## config.mk

```make
export PLATFORM = sky130hd
export DESIGN_NAME = detector_borda_multicanal
export DESIGN_NICKNAME = d
export VERILOG_FILES = /design/src/rtl/detector_borda_pkg.sv /design/src/rtl/canal_debounce.sv /design/src/rtl/detector_borda_multicanal.sv
export SDC_FILE = /design/constraint.sdc
export NUM_CORES = 1
export LEC_CHECK = 0
export BUFFER_PORTS_ARGS = -buffer_cell sky130_fd_sc_hd__buf_2
export CAP_MARGIN = 5
export CORE_MARGIN = 2
export CORE_UTILIZATION = 35
export CTS_CLUSTER_DIAMETER = 80
export CTS_CLUSTER_SIZE = 8
export DETAILED_ROUTE_END_ITERATION = 6
export SYNTH_ARGS = -nofsm -noshare
export SYNTH_HDL_FRONTEND = slang
export SYNTH_SLANG_ARGS = --single-unit
```

## constraint.sdc

```tcl
create_clock -name clk -period 1.8 [get_ports clk]
set_input_delay 0.09 -clock clk [delete_from_list [all_inputs] [get_ports clk]]
set_output_delay 0.09 -clock clk [all_outputs]
set_load 0.005 [all_outputs]
```

## src/rtl/detector_borda_pkg.sv

```systemverilog
// -----------------------------------------------------------------------------
// detector_borda_pkg
// Shared constants and helpers for the multi-channel edge detector.
//   MODO_*            : per-channel 2-bit mode encodings
//   evento_habilitado : decides whether a classified edge is enabled by a mode
// -----------------------------------------------------------------------------
package detector_borda_pkg;

    localparam logic [1:0] MODO_OFF     = 2'b00;
    localparam logic [1:0] MODO_SUBIDA  = 2'b01;
    localparam logic [1:0] MODO_DESCIDA = 2'b10;
    localparam logic [1:0] MODO_AMBAS   = 2'b11;

    function automatic logic evento_habilitado(input logic [1:0] modo,
                                               input logic       subida,
                                               input logic       descida);
        logic ev;
        case (modo)
            MODO_SUBIDA:  ev = subida;
            MODO_DESCIDA: ev = descida;
            MODO_AMBAS:   ev = subida | descida;
            default:      ev = 1'b0;
        endcase
        return ev;
    endfunction

endpackage

```

## src/rtl/canal_debounce.sv

```systemverilog
// -----------------------------------------------------------------------------
// canal_debounce
// One channel: synchroniser chain, debounce counter, stable level register and
// edge classification.
//   clk_i, rst_i : clock, synchronous active-high reset
//   entrada_i    : asynchronous raw input
//   subida_o     : high in the cycle before nivel_o goes 0->1 (next-state strobe)
//   descida_o    : high in the cycle before nivel_o goes 1->0 (next-state strobe)
//   nivel_o      : debounced stable level
// The strobes are combinational so the top level can register the event pulse
// on the very same edge that updates nivel_o.
// -----------------------------------------------------------------------------
module canal_debounce
    import detector_borda_pkg::*;
#(
    parameter int SYNC_STAGES = 2,
    parameter int DEBOUNCE    = 4
) (
    input  logic clk_i,
    input  logic rst_i,
    input  logic entrada_i,
    output logic subida_o,
    output logic descida_o,
    output logic nivel_o
);

    localparam int             CW      = $clog2(DEBOUNCE) + 1;
    localparam logic [CW-1:0]  CNT_MAX = CW'(DEBOUNCE - 1);

    logic [SYNC_STAGES-1:0] sync_q;
    logic                   sync_s;
    logic                   nivel_q, nivel_d;
    logic [CW-1:0]          cnt_q, cnt_d;
    logic                   aceita;

    always_comb begin
        sync_s = sync_q[SYNC_STAGES-1];
        // A new level is accepted on the DEBOUNCE-th consecutive mismatch.
        aceita = (sync_s != nivel_q) && (cnt_q == CNT_MAX);
        nivel_d = aceita ? sync_s : nivel_q;

        if (sync_s == nivel_q || aceita)
            cnt_d = '0;
        else
            cnt_d = cnt_q + CW'(1);

        subida_o  = aceita &  sync_s;
        descida_o = aceita & ~sync_s;
    end

    always_ff @(posedge clk_i) begin
        if (rst_i) begin
            sync_q  <= '0;
            nivel_q <= 1'b0;
            cnt_q   <= '0;
        end else begin
            sync_q  <= {sync_q[SYNC_STAGES-2:0], entrada_i};
            nivel_q <= nivel_d;
            cnt_q   <= cnt_d;
        end
    end

    assign nivel_o = nivel_q;

endmodule

```

## src/rtl/detector_borda_multicanal.sv

```systemverilog
// -----------------------------------------------------------------------------
// detector_borda_multicanal
// Multi-channel synchronised, debounced edge detector with sticky pending flags,
// overflow tracking and a summary interrupt.
//   clk, rst  : clock, synchronous active-high reset
//   entrada   : [CANAIS]   asynchronous raw inputs
//   modo      : [2*CANAIS] per-channel mode (00 off, 01 rise, 10 fall, 11 both)
//   ack       : [CANAIS]   write-1-to-clear for pendente/overflow
//   detector  : [CANAIS]   registered one-cycle event pulse
//   pendente  : [CANAIS]   sticky event flag
//   overflow  : [CANAIS]   event arrived while pendente was already set
//   nivel     : [CANAIS]   debounced stable level
//   irq       : OR of all pendente bits
// -----------------------------------------------------------------------------
module detector_borda_multicanal
    import detector_borda_pkg::*;
#(
    parameter int CANAIS      = 8,
    parameter int SYNC_STAGES = 2,
    parameter int DEBOUNCE    = 4
) (
    input  logic                  clk,
    input  logic                  rst,
    input  logic [CANAIS-1:0]     entrada,
    input  logic [2*CANAIS-1:0]   modo,
    input  logic [CANAIS-1:0]     ack,
    output logic [CANAIS-1:0]     detector,
    output logic [CANAIS-1:0]     pendente,
    output logic [CANAIS-1:0]     overflow,
    output logic [CANAIS-1:0]     nivel,
    output logic                  irq
);

    logic [CANAIS-1:0] subida_s, descida_s, ev_s;
    logic [CANAIS-1:0] detector_q;
    logic [CANAIS-1:0] pendente_q, pendente_d;
    logic [CANAIS-1:0] overflow_q, overflow_d;

    for (genvar g = 0; g < CANAIS; g++) begin : g_canal
        canal_debounce #(
            .SYNC_STAGES(SYNC_STAGES),
            .DEBOUNCE   (DEBOUNCE)
        ) u_canal (
            .clk_i    (clk),
            .rst_i    (rst),
            .entrada_i(entrada[g]),
            .subida_o (subida_s[g]),
            .descida_o(descida_s[g]),
            .nivel_o  (nivel[g])
        );

        assign ev_s[g] = evento_habilitado(modo[2*g +: 2], subida_s[g], descida_s[g]);
    end

    // An event always wins pendente; ack in the same cycle only clears overflow.
    always_comb begin
        pendente_d = pendente_q;
        overflow_d = overflow_q;
        for (int i = 0; i < CANAIS; i++) begin
            if (ev_s[i]) begin
                pendente_d[i] = 1'b1;
                if (ack[i])
                    overflow_d[i] = 1'b0;
                else if (pendente_q[i])
                    overflow_d[i] = 1'b1;
            end else if (ack[i]) begin
                pendente_d[i] = 1'b0;
                overflow_d[i] = 1'b0;
            end
        end
    end

    always_ff @(posedge clk) begin
        if (rst) begin
            detector_q <= '0;
            pendente_q <= '0;
            overflow_q <= '0;
        end else begin
            detector_q <= ev_s;
            pendente_q <= pendente_d;
            overflow_q <= overflow_d;
        end
    end

    assign detector = detector_q;
    assign pendente = pendente_q;
    assign overflow = overflow_q;
    assign irq      = |pendente_q;

endmodule

```

==> impl_metrics.json <==
{
  "status": "finished clean",
  "path_clk_slew_ps": 70,
  "path_cells": "nor4_1 -> nand2_1 -> buf_2",
  "power_density_nw_per_um2": 854.6,
  "core-area_um2": 7727,
  "arrival_ps": 1450,
  "fin_setup_tns_ps": 0,
  "slowest_delay_ps": 520,
  "fmax_mhz": 648.0,
  "fill_cells": 760,
  "synth_nets": 323,
  "slew_violations": 0,
  "clkLatencyLatePin_ps": 330,
  "pin_count": 67,
  "cp_slowest_cell": "nor4_1",
  "drt.antenna.violating_nets": 0,
  "yosysUniqueCellTypes": 19,
  "grt_max_degree": 29,
  "cts_buffer_depth": 2,
  "dr.pass1.iters": 4,
  "fin_skew_ps": 9.760,
  "syn_area_um2": 2790,
  "critical_path_required_ps": 1710,
  "cts_tree": "done",
  "cap_violations": 0,
  "timing.final.crit_share_pct": 85.73,
  "chipWidth_um": 93.29,
  "grt_pass1_vias": 1813,
  "synth_most_common_cell": "dfxtp_1",
  "syn_to_final_growth_pct": 23.54,
  "antenna_found_initial": 0,
  "ys_seq_area_share_pct": 51.66,
  "min_period_ps": 1543,
  "grt_overflow_total": 0,
  "synthesis.instances": 273,
  "drive_gt1_share_pct": 36.75,
  "dp_hpwl_um": 3442,
  "synth_commonest_cells": "72 x dfxtp_1, 24 x nor2_1, 24 x nor2_2",
  "ys_top_cells_by_area": "dfxtp_1 52%, ha_1 7.2%, and3b_2 5.7%, nor2_2 5.4%, nor2b_1 3.6%",
  "io_buffers": 66,
  "die_area_um2": 8702,
  "r2r_end": "g_canal[0].u_canal.cnt_q[2]$_SDFF_PP0_",
  "initial_core_util_pct": 36.11,
  "async_reset_ff_share_pct": 0,
  "synth_top_area_cell": "dfxtp_1",
  "ys_ff_latch": 72,
  "critPathMaxFanout": 4,
  "crit_type": "reg -> out",
  "dr_total_vias": 1947,
  "vias_per_cell": 4.298,
  "final_hold_viol_count": 0,
  "p_leak_nw": 1.488,
  "drtIter0Drc": 33,
  "whs_path_depth": 3,
  "ir_drop_v": 0.0005010,
  "rsz0062_at_grt": "false",
  "cts.sinks": 72,
  "worstHoldEndpoint": "pendente[5]$_SDFFE_PP0P_",
  "startpoint_type": "register",
  "yosys.area.top_type_share_pct": 51.66,
  "gp_congestion": 0.7141,
  "antennaDiodeCount": 0,
  "grt_first_pass_wirelength_um": 7921,
  "cts_buffers": 9,
  "h-tree-depth": 3,
  "worst-slew-pin-transition_ps": 533.8,
  "grt_util_all_layers_pct": 11.73,
  "cts_setup_buffers": 0,
  "hp-class": "in -> reg",
  "drt_wl_total_um": 4742,
  "drc_errors": 0,
  "synth_edf_count": 0,
  "rows": 32,
  "timing.hold.ws_ps": 37.02,
  "chipHeight_um": 93.29,
  "ctsResizeCount": 0,
  "min_from": "ack[5]",
  "worstRegToRegCells": 4,
  "routedWlPerCell_um": 10.47,
  "syn_avg_cell_area_um2": 10.22,
  "setup_viol": 0,
  "crit-reg2reg-launch": "g_canal[0].u_canal.cnt_q[0]$_SDFF_PP0_",
  "root_buffer": "clkbuf_8",
  "synth_warnings": 0,
  "maxSlewHeadroom_pct": 64.09,
  "nets": 396,
  "regToRegSetupSlack_ps": 470,
  "synth-main-ff-cell": "dfxtp_1",
  "end_kind": "primary output"
}
[report_power, final]
part	switching, W	internal (W)
clock network	0.000553	0.000635
logic	0.0000543	0.0000767
registers	0.0000122	0.00161
[flip-flops by register name, summed over array words and instances, names as in the netlist]
register                 flops
pendente                     8
g_canal.u_canal.sync_q      16
detector                     8
g_canal.u_canal.cnt_q       24
overflow                     8
g_canal.u_canal.nivel_o      8
[metrics by stage]
step                      cell area [um^2]  setup WS (ps)  instances  power (W)  util (%)
final                                 3447          256.9        453   0.002946     44.61
after global routing                  3447          130.7        453   0.003093     44.61
after CTS                             3447          212.8        453   0.003000     44.61
after detailed placement              3187          480.1        429   0.001784     41.24
after global placement                3187          500.4        429   0.001780     41.24
after floorplan                       2790          547.2        273   0.001730         -
[cell usage in the layout (no fill, tap or decap), drive strengths merged, types with 8 or more instances in the layout]
cell,netlist,layout
xnor2,8,8
nand2,17,17
nor2,48,48
dlygate4sd3,0,8
nand2b,8,8
mux2i,8,8
or3,8,8
ha,16,16
buf,13,68
and3b,16,16
o21ai,16,16
clkbuf,1,12
a21oi,8,8
dfxtp,72,72
inv,16,16
nor2b,16,16
[worst max-delay path by stage]
| stage | start | end | slack, ps |
|---|---|---|---|
| floorplan | g_canal[0].u_canal.cnt_q[0]$_SDFF_PP0_ | g_canal[0].u_canal.cnt_q[0]$_SDFF_PP0_ | 550 |
| global placement | g_canal[2].u_canal.cnt_q[0]$_SDFF_PP0_ | g_canal[2].u_canal.cnt_q[1]$_SDFF_PP0_ | 500 |
| detailed placement | g_canal[0].u_canal.cnt_q[0]$_SDFF_PP0_ | g_canal[0].u_canal.cnt_q[1]$_SDFF_PP0_ | 480 |
| CTS | pendente[4]$_SDFFE_PP0P_ | irq | 210 |
| global route | pendente[4]$_SDFFE_PP0P_ | irq | 130 |
| finish | pendente[5]$_SDFFE_PP0P_ | irq | 260 |
[metal layers]
metal	track usage (%)	share of wire (%)	up-vias
li1	-	-	1026
met1	14.42	48	854
met2	18.11	43	60
met3	4.674	7.8	7
met4	5.147	1.1	0
met5	0	0	-
[repair_timing]
action,CTS,global route
hold endpoints to repair,8,0
hold buffers,8,0
setup endpoints to repair,0,0
[logic make-up after synthesis]
| kind of cell | count (synthesis) | synth area share, % |
|---|---|---|
| simple gates | 115 | 25.70 |
| flops | 72 | 51.66 |
| buf+inv | 30 | 5.784 |
| compound gates | 24 | 4.305 |
| fa+ha+maj | 16 | 7.175 |
| xor+xnor | 8 | 2.511 |
| mux | 8 | 2.870 |
[cell type report]
| cell class | count | area (um^2) | area share (%) |
|---|---|---|---|
| Sequential cell | 72 | 1441 | 41.81 |
| Multi-Input combinational cell | 171 | 1187 | 34.45 |
| Timing Repair Buffer | 76 | 450.4 | 13.07 |
| Clock buffer | 12 | 135.1 | 3.920 |
| Tap cell | 102 | 127.6 | 3.702 |
| Inverter | 16 | 60.06 | 1.742 |
| Clock inverter | 4 | 45.04 | 1.307 |
[worst max-delay path, delay by kind of cell (launching register included)]
family	cells	cell delay (ps)
and+or+nand+nor	2	640
DFF	1	340
buffers and inverters	1	140
Note: power is estimated with default switching activity, not from simulation.
